File: src/rtl/spin_controller.sv
// Three-reel spin sequencer: spins reels from the LFSR value, stops them at staggered
// counts, then reports whether two or three reels show the same symbol.
module spin_controller #(
  parameter int unsigned SPIN_CYCLES = 16,
  parameter int unsigned STAGGER     = 8,
  parameter int unsigned SYMBOLS     = 10
) (
  input  logic       clk,
  input  logic       reset,
  input  logic       start,
  input  logic [3:0] rand_in,
  output logic       busy,
  output logic [3:0] reel0,
  output logic [3:0] reel1,
  output logic [3:0] reel2,
  output logic [2:0] reel_stop,
  output logic       done,
  output logic [1:0] result,
  output logic [7:0] spin_count
);

  typedef enum logic [1:0] {StIdle, StSpin, StDone} state_e;

  localparam logic [7:0] Stop0   = 8'(SPIN_CYCLES - 1);
  localparam logic [7:0] Stop1   = 8'(SPIN_CYCLES - 1 + STAGGER);
  localparam logic [7:0] Stop2   = 8'(SPIN_CYCLES - 1 + 2 * STAGGER);
  // Compared 5 bits wide so that SYMBOLS = 16 never triggers the subtract.
  localparam logic [4:0] SymWide = 5'(SYMBOLS);
  localparam logic [3:0] SymLow  = SymWide[3:0];

  state_e     state_q;
  logic [7:0] cnt_q;
  logic [2:0] stopped_q;
  logic [3:0] sym;
  logic [2:0] hit;
  logic [1:0] match;

  always_comb begin
    sym = ({1'b0, rand_in} >= SymWide) ? (rand_in - SymLow) : rand_in;
    hit = {(cnt_q == Stop2), (cnt_q == Stop1), (cnt_q == Stop0)};
    // reel2 is still loading on the final edge, so its incoming symbol is used.
    if ((reel0 == reel1) && (reel1 == sym)) begin
      match = 2'b10;
    end else if ((reel0 == reel1) || (reel0 == sym) || (reel1 == sym)) begin
      match = 2'b01;
    end else begin
      match = 2'b00;
    end
  end

  always_ff @(posedge clk) begin
    if (reset) begin
      state_q    <= StIdle;
      cnt_q      <= '0;
      stopped_q  <= '0;
      busy       <= 1'b0;
      reel0      <= '0;
      reel1      <= '0;
      reel2      <= '0;
      reel_stop  <= '0;
      done       <= 1'b0;
      result     <= '0;
      spin_count <= '0;
    end else begin
      reel_stop <= '0;
      done      <= 1'b0;
      case (state_q)
        StIdle: begin
          if (start) begin
            state_q   <= StSpin;
            cnt_q     <= '0;
            stopped_q <= '0;
            busy      <= 1'b1;
          end
        end
        StSpin: begin
          cnt_q <= cnt_q + 8'd1;
          if (!stopped_q[0]) reel0 <= sym;
          if (!stopped_q[1]) reel1 <= sym;
          if (!stopped_q[2]) reel2 <= sym;
          stopped_q <= stopped_q | hit;
          reel_stop <= hit;
          if (hit[2]) begin
            state_q <= StDone;
            done    <= 1'b1;
            result  <= match;
          end
        end
        StDone: begin
          state_q    <= StIdle;
          busy       <= 1'b0;
          spin_count <= spin_count + 8'd1;
        end
        default: state_q <= StIdle;
      endcase
    end
  end

endmodule

File: config.mk
export PLATFORM = sky130hd
export DESIGN_NAME = spin_controller
export DESIGN_NICKNAME = d
export VERILOG_FILES = /design/src/rtl/spin_controller.sv
export SDC_FILE = /design/constraint.sdc
export NUM_CORES = 1
export LEC_CHECK = 0
export CAP_MARGIN = 20
export CORE_MARGIN = 2
export CORE_UTILIZATION = 50
export DETAILED_ROUTE_END_ITERATION = 6
export PLACE_DENSITY_LB_ADDON = 0.3
export REMOVE_ABC_BUFFERS = 1
export SLEW_MARGIN = 20
export SYNTH_ARGS = -nofsm -noshare
export SYNTH_HDL_FRONTEND = slang
export SYNTH_SLANG_ARGS = --single-unit
File: constraint.sdc
create_clock -name clk -period 5.4 [get_ports clk]
set_clock_uncertainty 0.1 [all_clocks]
set_input_delay 1.35 -clock clk [delete_from_list [all_inputs] [get_ports clk]]
set_output_delay 1.35 -clock clk [all_outputs]
set_load 0.03 [all_outputs]
==> results of run 1 <==
[path summary, 6_finish.rpt]
kind,start,endpoint,slack (ns)
worst min-delay path,result[1],result[1],0.36
worst min register to register,result[1],result[1],0.36
worst max register to register,cnt_q[0],result[0],3.17
worst max-delay path,rand_in[1],result[0],1.88
[kinds of logic after synthesis]
family / after synthesis / share of synthesized area, %
and+or+nand+nor: 87 / 25.26
AOI/OAI and AO/OA: 58 / 19.25
DFF: 39 / 42.59
buffers and inverters: 15 / 3.345
xor gates and xnor gates: 12 / 5.734
muxes: 3 / 1.775
adders and majority gates: 3 / 2.048
[sequential cells by signal, summed over array words and instances (netlist names)]
signal      flops
cnt_q           8
spin_count      8
reel0           4
reel1           4
reel2           4
reel_stop       3
stopped_q       3
result          2
state_q         2
busy            1
[power breakdown]
group          total (mW)  switching [mW]  internal, mW
sequential          0.304         0.00865         0.295
clock               0.201          0.0915         0.109
combinational      0.0819          0.0485        0.0335
[worst max-delay path: cells and delay by family]
kind	cells	cell delay, ns
fa+ha+maj	1	0.36
simple gates	1	0.21
buf+inv	2	0.79
compound gates	4	0.99
[per-stage QoR]
stage          cell area (µm²)  utilization (%)  setup WS [ns]  cells
2_1_floorplan             1790                -          2.453    207
3_3_place_gp              2186            63.99          1.594    287
5_1_grt                   2272            66.52          1.623    295
3_5_place_dp              2186            63.99          1.503    287
4_1_cts                   2272            66.52          1.888    295
6_report                  2272            66.52          1.879    295
[layer usage]
layer / vias to the layer above / track usage [%]
li1: 834 / -
met1: 708 / 26.96
met2: 37 / 28.52
met5: - / 0
met4: 0 / 6.915
met3: 5 / 4.688
[layout by cell type, fill, tap and decap left out, drive strengths merged, types with 2 or more instances in the layout]
| master | Yosys | final |
|---|---|---|
| or3 | 4 | 4 |
| ha | 3 | 3 |
| nor2 | 22 | 22 |
| xnor2 | 8 | 8 |
| and4b | 2 | 2 |
| a21oi | 23 | 23 |
| nand3 | 7 | 7 |
| a21o | 4 | 4 |
| nand4 | 7 | 7 |
| clkdlybuf4s50 | 0 | 33 |
| nand2 | 22 | 22 |
| mux2 | 2 | 2 |
| nand2b | 4 | 4 |
| o311ai | 2 | 2 |
| a211oi | 5 | 5 |
| inv | 5 | 5 |
| o21a | 2 | 2 |
| and3 | 4 | 4 |
| nor2b | 4 | 4 |
| o21ai | 13 | 13 |
| xor2 | 4 | 4 |
| dfxtp | 39 | 39 |
| nor3b | 2 | 2 |
| o21bai | 2 | 2 |
| nor3 | 3 | 3 |
| clkbuf | 9 | 6 |
[layout make-up]
class	instances	area (µm²)	area share (%)
repair buffers	34	337.8	14.87
inverters	5	18.77	0.8260
clock inverters	2	35.03	1.542
multi-input cells	163	991.0	43.61
well taps	46	57.56	2.533
clock buffers	6	51.30	2.258
flip-flops and latches	39	780.7	34.36
==> results.rst, run 1 <==
.. list-table::
   :header-rows: 1

   * - Metric
     - Value
   * - WHS
     - roughly 0.36 ns
   * - Average wire per standard cell
     - 12.22 µm
   * - Wire length on met1
     - roughly 1800 µm
   * - Remaining global-route overflow
     - 0
   * - Final critical-path share of the clock period
     - ~65%
   * - Total Neg Setup Slack
     - 0 ns
   * - HPWL after detailed placement
     - ~2500 µm
   * - Number of antenna violations at the first check in global routing
     - 0
   * - Post-cts repair resize count
     - 0
   * - Crit Path Max Fanout
     - 13
   * - Post-synth ARST share
     - 0%
   * - Classification of the worst setup path
     - in -> reg
   * - Final total power
     - between 0.5 and 0.6 mW
   * - Worst reg-to-reg path cell count
     - 6
   * - H-tree level count
     - 2
   * - Sequence of cells on the critical path
     - clkdlybuf4s50_1 -> inv_1 -> ha_1 -> and4b_1 -> a2111oi_0 -> a211oi_1 -> a311o_1 -> a31oi_1
   * - Library cells used by synthesis
     - 44
   * - IO Pins
     - 34
   * - Count of maximum capacitance violations
     - 0
   * - Inserted Diodes
     - 0
   * - Highest-delay cell along the critical path
     - clkdlybuf4s50_1
   * - Antenna Violating Nets Remaining
     - 0
   * - Met2 wire length
     - 1587 µm
   * - Count of endpoints failing hold in the final timing report
     - 0
   * - Avg Cell Area, Syn
     - 8.447 µm²
   * - Register bit count reported by yosys
     - 39
   * - Top routing layer in use
     - met4
   * - Detailed-route via count
     - about 1600
   * - Count of final setup violators
     - 0
   * - Count of flip-flops with a built-in enable after synthesis
     - 0
   * - Die outline area
     - 0.004166 mm²
   * - Number of clock sinks
     - 39
   * - Row Count
     - 21
   * - Number of search-and-repair iterations in the first detailed-routing pass
     - 4
   * - Starting density of the core
     - a little over half
   * - Worst skew pair latency
     - about 0.34 ns
   * - Vias in the first global route
     - about 1400
   * - Number of instances in the synthesized netlist
     - about 220
   * - Min Tclk post-route
     - ~3.5 ns
   * - Via count normalized by instance count
     - roughly 5.4
   * - Met3 Routed Length
     - 170 µm
   * - Netlist area before placement
     - approximately 0.0018 mm²
   * - Area leader, netlist
     - dfxtp_1
   * - Maximum number of pins on one net before global-route repair
     - 35
   * - HP Class
     - reg -> reg
   * - Run status
     - finished clean
   * - Hold-fix buffers, CTS
     - 0
   * - GR Util All Layers
     - roughly a fifth
   * - DRC violations left
     - 0
   * - Final weighted congestion in routability-driven placement
     - 0.8082
   * - Top achievable clock speed
     - approximately 0.28 GHz
   * - Cell depth of the worst hold path
     - 2
   * - Portion of synthesized cell area occupied by the leading cell type
     - between 40% and 50%
   * - Sequential fraction of the synthesis area
     - a little over two fifths
   * - Kind of start point of the critical path
     - input port
   * - Power density of the placed cells
     - around 260 mW/mm²
   * - Peak supply drop
     - ~0.00019 V
   * - Arrival time reported for the critical path endpoint
     - approximately 3.7 ns
   * - Postcts setup bufs
     - 0
   * - Leak pwr
     - 0.8242 nW
   * - Number of port buffers
     - 33
   * - Highest cell delay on the worst timing path
     - between 0.6 and 0.7 ns
   * - Critical path endpoint category
     - flop
   * - Die height
     - between 60 and 70 µm
   * - Top post-synthesis cells by area
     - dfxtp_1 (43%), a21oi_1 (6.3%), nand2_1 (4.5%)
   * - Number of nets in the layout
     - approximately 260
   * - Dominant register cell in the synthesized netlist
     - dfxtp_1
   * - Layout-stage area growth over the synthesis result
     - 23.96%
   * - Clk Tree Root Cell
     - clkbuf_4
   * - Clock-pin slew of the registers on the worst-case setup and hold paths
     - between 0.1 and 0.15 ns
   * - CTS buffer count
     - 5
   * - RSZ-0062 raised after global routing
     - no
   * - Number of synthesis warnings
     - 0
   * - Most repeated cell in the gate-level netlist after synthesis
     - dfxtp_1
   * - Max Slew Vio Count
     - 0
   * - Pin slew with the least headroom to its limit
     - roughly 0.6 ns
   * - Post-detailed-routing wire length
     - 3606 µm
   * - Share of post-route cells with drive strength above 1
     - 6.827%
   * - Number of violations reported at the end of detailed-routing iteration 0
     - 82
   * - Wire length of the first global-routing pass
     - about 6400 µm
   * - Number of fillers in the final layout
     - between 200 and 300
   * - Max transition margin
     - about 60%
   * - CTS tree
     - built
   * - Crit path required time
     - ~5.6 ns
   * - Maximum clock insertion buffer count
     - 2
   * - Most numerous cell types in the synthesized netlist
     - dfxtp_1 (39), a21oi_1 (23), nand2_1 (22), nor2_1 (22), o21ai_0 (13)
   * - Width of the die
     - around 65 µm
   * - Core outline area
     - 0.003416 mm²
Power figures use the tool's default switching activity.
==> inputs of run 2 (changes only) <==
Settings changed: CORE_UTILIZATION 50 to 46.
Clock period 5.4 ns to 3.1 ns, I/O delays scaled along.
==> run 2 against run 1 <==
Net effect:
- utilization fell by 4.7 points
- non-clock buffer count up 3
- sequential power up 74%
- sequential share of layout area fell by 0.63 points
- clock power is 86% higher
- combinational power increased by 79%
- global-route usage rose by 0.42 points
- cell count increased by 1.7%
- die area increased by 8.2%
- routed wire length up 7.0%
- setup slack lost 1.5 ns
- largest power group unchanged
==> results.rst, run 2 (synthesis gave the netlist of run 1 again) <==
.. list-table::
   :header-rows: 1

   * - Metric
     - Value
   * - Run status
     - finished clean
   * - Kind of start point of the critical path
     - input port
   * - Average wire per standard cell
     - 12.87 µm (+5.3%)
   * - HPWL after detailed placement
     - 2670 µm (+6.8%)
   * - Final weighted congestion in routability-driven placement
     - 0.8416 (+4.1%)
   * - Clock-pin slew of the registers on the worst-case setup and hold paths
     - 0.07 ns (-0.04 ns)
   * - Leak pwr
     - 0.8409 nW (+2.0%)
   * - Maximum clock insertion buffer count
     - 2 (unchanged)
   * - Reg-to-reg endpoint
     - result[0]
   * - Worst skew pair latency
     - 0.29 ns (-0.05 ns)
   * - Max transition margin
     - 60.75% (+0.86 points)
   * - Top achievable clock speed
     - roughly 0.37 GHz
   * - Die height
     - 67.13 µm (+4.0%)
   * - Leading registers by flop count
     - cnt_q (8), spin_count (8)
   * - Maximum number of pins on one net before global-route repair
     - 34 (-2.9%)
   * - Min Tclk post-route
     - roughly 2.7 ns
   * - Number of port buffers
     - 33 (unchanged)
   * - Cell depth of the worst hold path
     - 2 (unchanged)
   * - H-tree level count
     - 2 (unchanged)
   * - Core outline area
     - 0.003744 mm² (+9.6%)
   * - IO Pins
     - 34 (unchanged)
   * - Origin of the critical flop-to-flop path
     - cnt_q[0]
   * - Classification of the worst setup path
     - in -> reg
   * - Number of violations reported at the end of detailed-routing iteration 0
     - 101 (+23%)
   * - Final core area utilization
     - 61.83% (-4.7 points)
   * - Clk Tree Root Cell
     - clkbuf_8
   * - Worst path bufs/invs
     - 2 (unchanged)
   * - Post-Place Cells
     - 292 (+1.7%)
   * - Max Slew Vio Count
     - 0 (unchanged)
   * - Die outline area
     - 0.004506 mm² (+8.2%)
   * - Highest cell delay on the worst timing path
     - 0.47 ns (-0.21 ns)
   * - Crit Path Max Fanout
     - 5 (-8)
   * - HP Class
     - reg -> reg
   * - GR Util All Layers
     - 19.60% (+0.42 points)
   * - Highest-count cells in the layout ignoring fill and taps
     - dfxtp_1 (39), clkdlybuf4s50_1 (33), a21oi_1 (23), nor2_1 (22), nand2_1 (22)
   * - RSZ-0062 raised after global routing
     - no
   * - Pin slew with the least headroom to its limit
     - 0.5814 ns (-0.01269 ns)
   * - Post-DP Area
     - 0.002211 mm² (+1.1%)
   * - Post-Layout Inst Area
     - 0.002315 mm² (+1.9%)
   * - Postcts setup bufs
     - 0 (unchanged)
   * - Terminating pin of the worst hold path
     - result[1]
   * - Number of cells in the finished layout apart from fillers
     - 300 (+1.7%)
   * - Hold-fix buffers, CTS
     - 0 (unchanged)
   * - Wire length of the first global-routing pass
     - 6810 µm (+6.8%)
   * - Count of final setup violators
     - 0 (unchanged)
   * - Most common cell after layout, fill and taps aside
     - dfxtp_1
   * - Hold_sp
     - result[1]
   * - Row Count
     - 22 (+4.8%)
   * - CTS buffer count
     - 5 (unchanged)
   * - Vias in the first global route
     - 1544 (+9.3%)
   * - Family with the most delay on the worst path
     - compound AO/OA/AOI/OAI gates
   * - Post-cts repair resize count
     - 0 (unchanged)
   * - Crit path required time
     - 3.22 ns (-2.35 ns)
   * - Arrival time reported for the critical path endpoint
     - 2.79 ns (-0.90 ns)
   * - Width of the die
     - 67.13 µm (+4.0%)
   * - Slack of the worst reg-to-reg path
     - 0.87 ns (-2.30 ns)
   * - Sequence of cells on the critical path
     - clkdlybuf4s50_1 -> inv_1 -> ha_1 -> and4b_1 -> a2111oi_0 -> a211oi_1 -> a311o_1 -> a31oi_1
   * - Layout-stage area growth over the synthesis result
     - 26.28%
   * - Detailed-route via count
     - 1623 (+2.5%)
   * - Power density of the placed cells
     - 454.2 mW/mm² (+76%)
   * - Number of clock sinks
     - 39 (unchanged)
   * - Number of antenna violations at the first check in global routing
     - 0 (unchanged)
   * - Number of fillers in the final layout
     - 340 (+14%)
   * - Inserted Diodes
     - 0 (unchanged)
   * - Final critical-path share of the clock period
     - 86.24%
   * - Starting density of the core
     - 48.96% (-4.7 points)
   * - Highest-delay cell along the critical path
     - clkdlybuf4s50_1
   * - Peak supply drop
     - 0.0003295 V (+77%)
   * - Post-detailed-routing wire length
     - 3860 µm (+7.0%)
   * - Final total power
     - 1.051 mW (+79%)
   * - CTS tree
     - built
   * - Number of nets in the layout
     - 261 (+1.2%)
   * - DRC violations left
     - 0 (unchanged)
   * - Count of endpoints failing hold in the final timing report
     - 0 (unchanged)
   * - Via count normalized by instance count
     - 5.410 (+0.75%)
   * - Remaining global-route overflow
     - 0 (unchanged)
   * - Worst reg-to-reg path cell count
     - 6 (unchanged)
   * - Share of post-route cells with drive strength above 1
     - 7.937% (+1.1 points)
   * - Number of search-and-repair iterations in the first detailed-routing pass
     - 4 (unchanged)
   * - Antenna Violating Nets Remaining
     - 0 (unchanged)
   * - Critical path endpoint category
     - flop
   * - Count of maximum capacitance violations
     - 0 (unchanged)
   * - Total Neg Setup Slack
     - 0 ns (unchanged)
[run 2: changes by cell type in the layout (fill, tap and decap cells not counted), sizes merged]
cell	before	now
buf	1	4
clkinv	1	0
clkbuf	6	7
clkinvlp	0	1
bufinv	1	0
[run 2: worst register-to-register path, stage by stage (launching register included)]
cell and delay, ns:
dfxtp_1 0.37, ha_1 0.25, or4b_4 0.50, or3_4 0.38
nor2b_4 0.14, a311o_1 0.31, a31oi_1 0.13
[run 2: worst max-delay path by stage]
| stage | start | to | slack [ns] | depth (start not counted) |
|---|---|---|---|---|
| 3_5_place_dp | rand_in[2] | result[0] | 0.11 | 8 |
| 6_report | rand_in[2] | result[0] | 0.43 | 8 |
| 4_1_cts | rand_in[2] | result[0] | 0.43 | 8 |
| 3_3_place_gp | rand_in[1] | result[0] | 0.15 | 8 |
| 5_1_grt | rand_in[2] | result[0] | 0.20 | 8 |
| 2_1_floorplan | rand_in[1] | result[0] | 0.73 | 7 |
[run 2: cell type report]
cell class | instances | area (µm²) | share of cell area [%]
Sequential cell | 39 | 780.7 | 33.73
Timing Repair Buffer | 37 | 360.3 | 15.57
Clock buffer | 7 | 96.34 | 4.162
Clock inverter | 1 | 7.507 | 0.3243
Inverter | 5 | 18.77 | 0.8108
Tap cell | 48 | 60.06 | 2.595
Multi-Input combinational cell | 163 | 991.0 | 42.81
[run 2: metal layers]
layer | global-route usage [%] | vias up | share of wire, %
li1 | - | 839 | -
met1 | 25.49 | 745 | 51
met2 | 31.06 | 30 | 43
met3 | 4.899 | 9 | 3.8
met4 | 7.653 | 0 | 1.9
met5 | 0 | - | 0
[run 2: where the power goes]
| part | switching [mW] | internal [mW] |
|---|---|---|
| logic | 0.0860 | 0.0615 |
| registers | 0.0154 | 0.514 |
| clock network | 0.172 | 0.202 |
[run 2: metrics by stage]
| step | hold slack (ns) | setup WS (ns) |
|---|---|---|
| after floorplan | 0.3542 | 0.7275 |
| after global placement | 0.3452 | 0.1472 |
| after detailed placement | 0.3531 | 0.1105 |
| after CTS | 0.3630 | 0.4275 |
| after global routing | 0.4073 | 0.2010 |
| final | 0.3602 | 0.4266 |
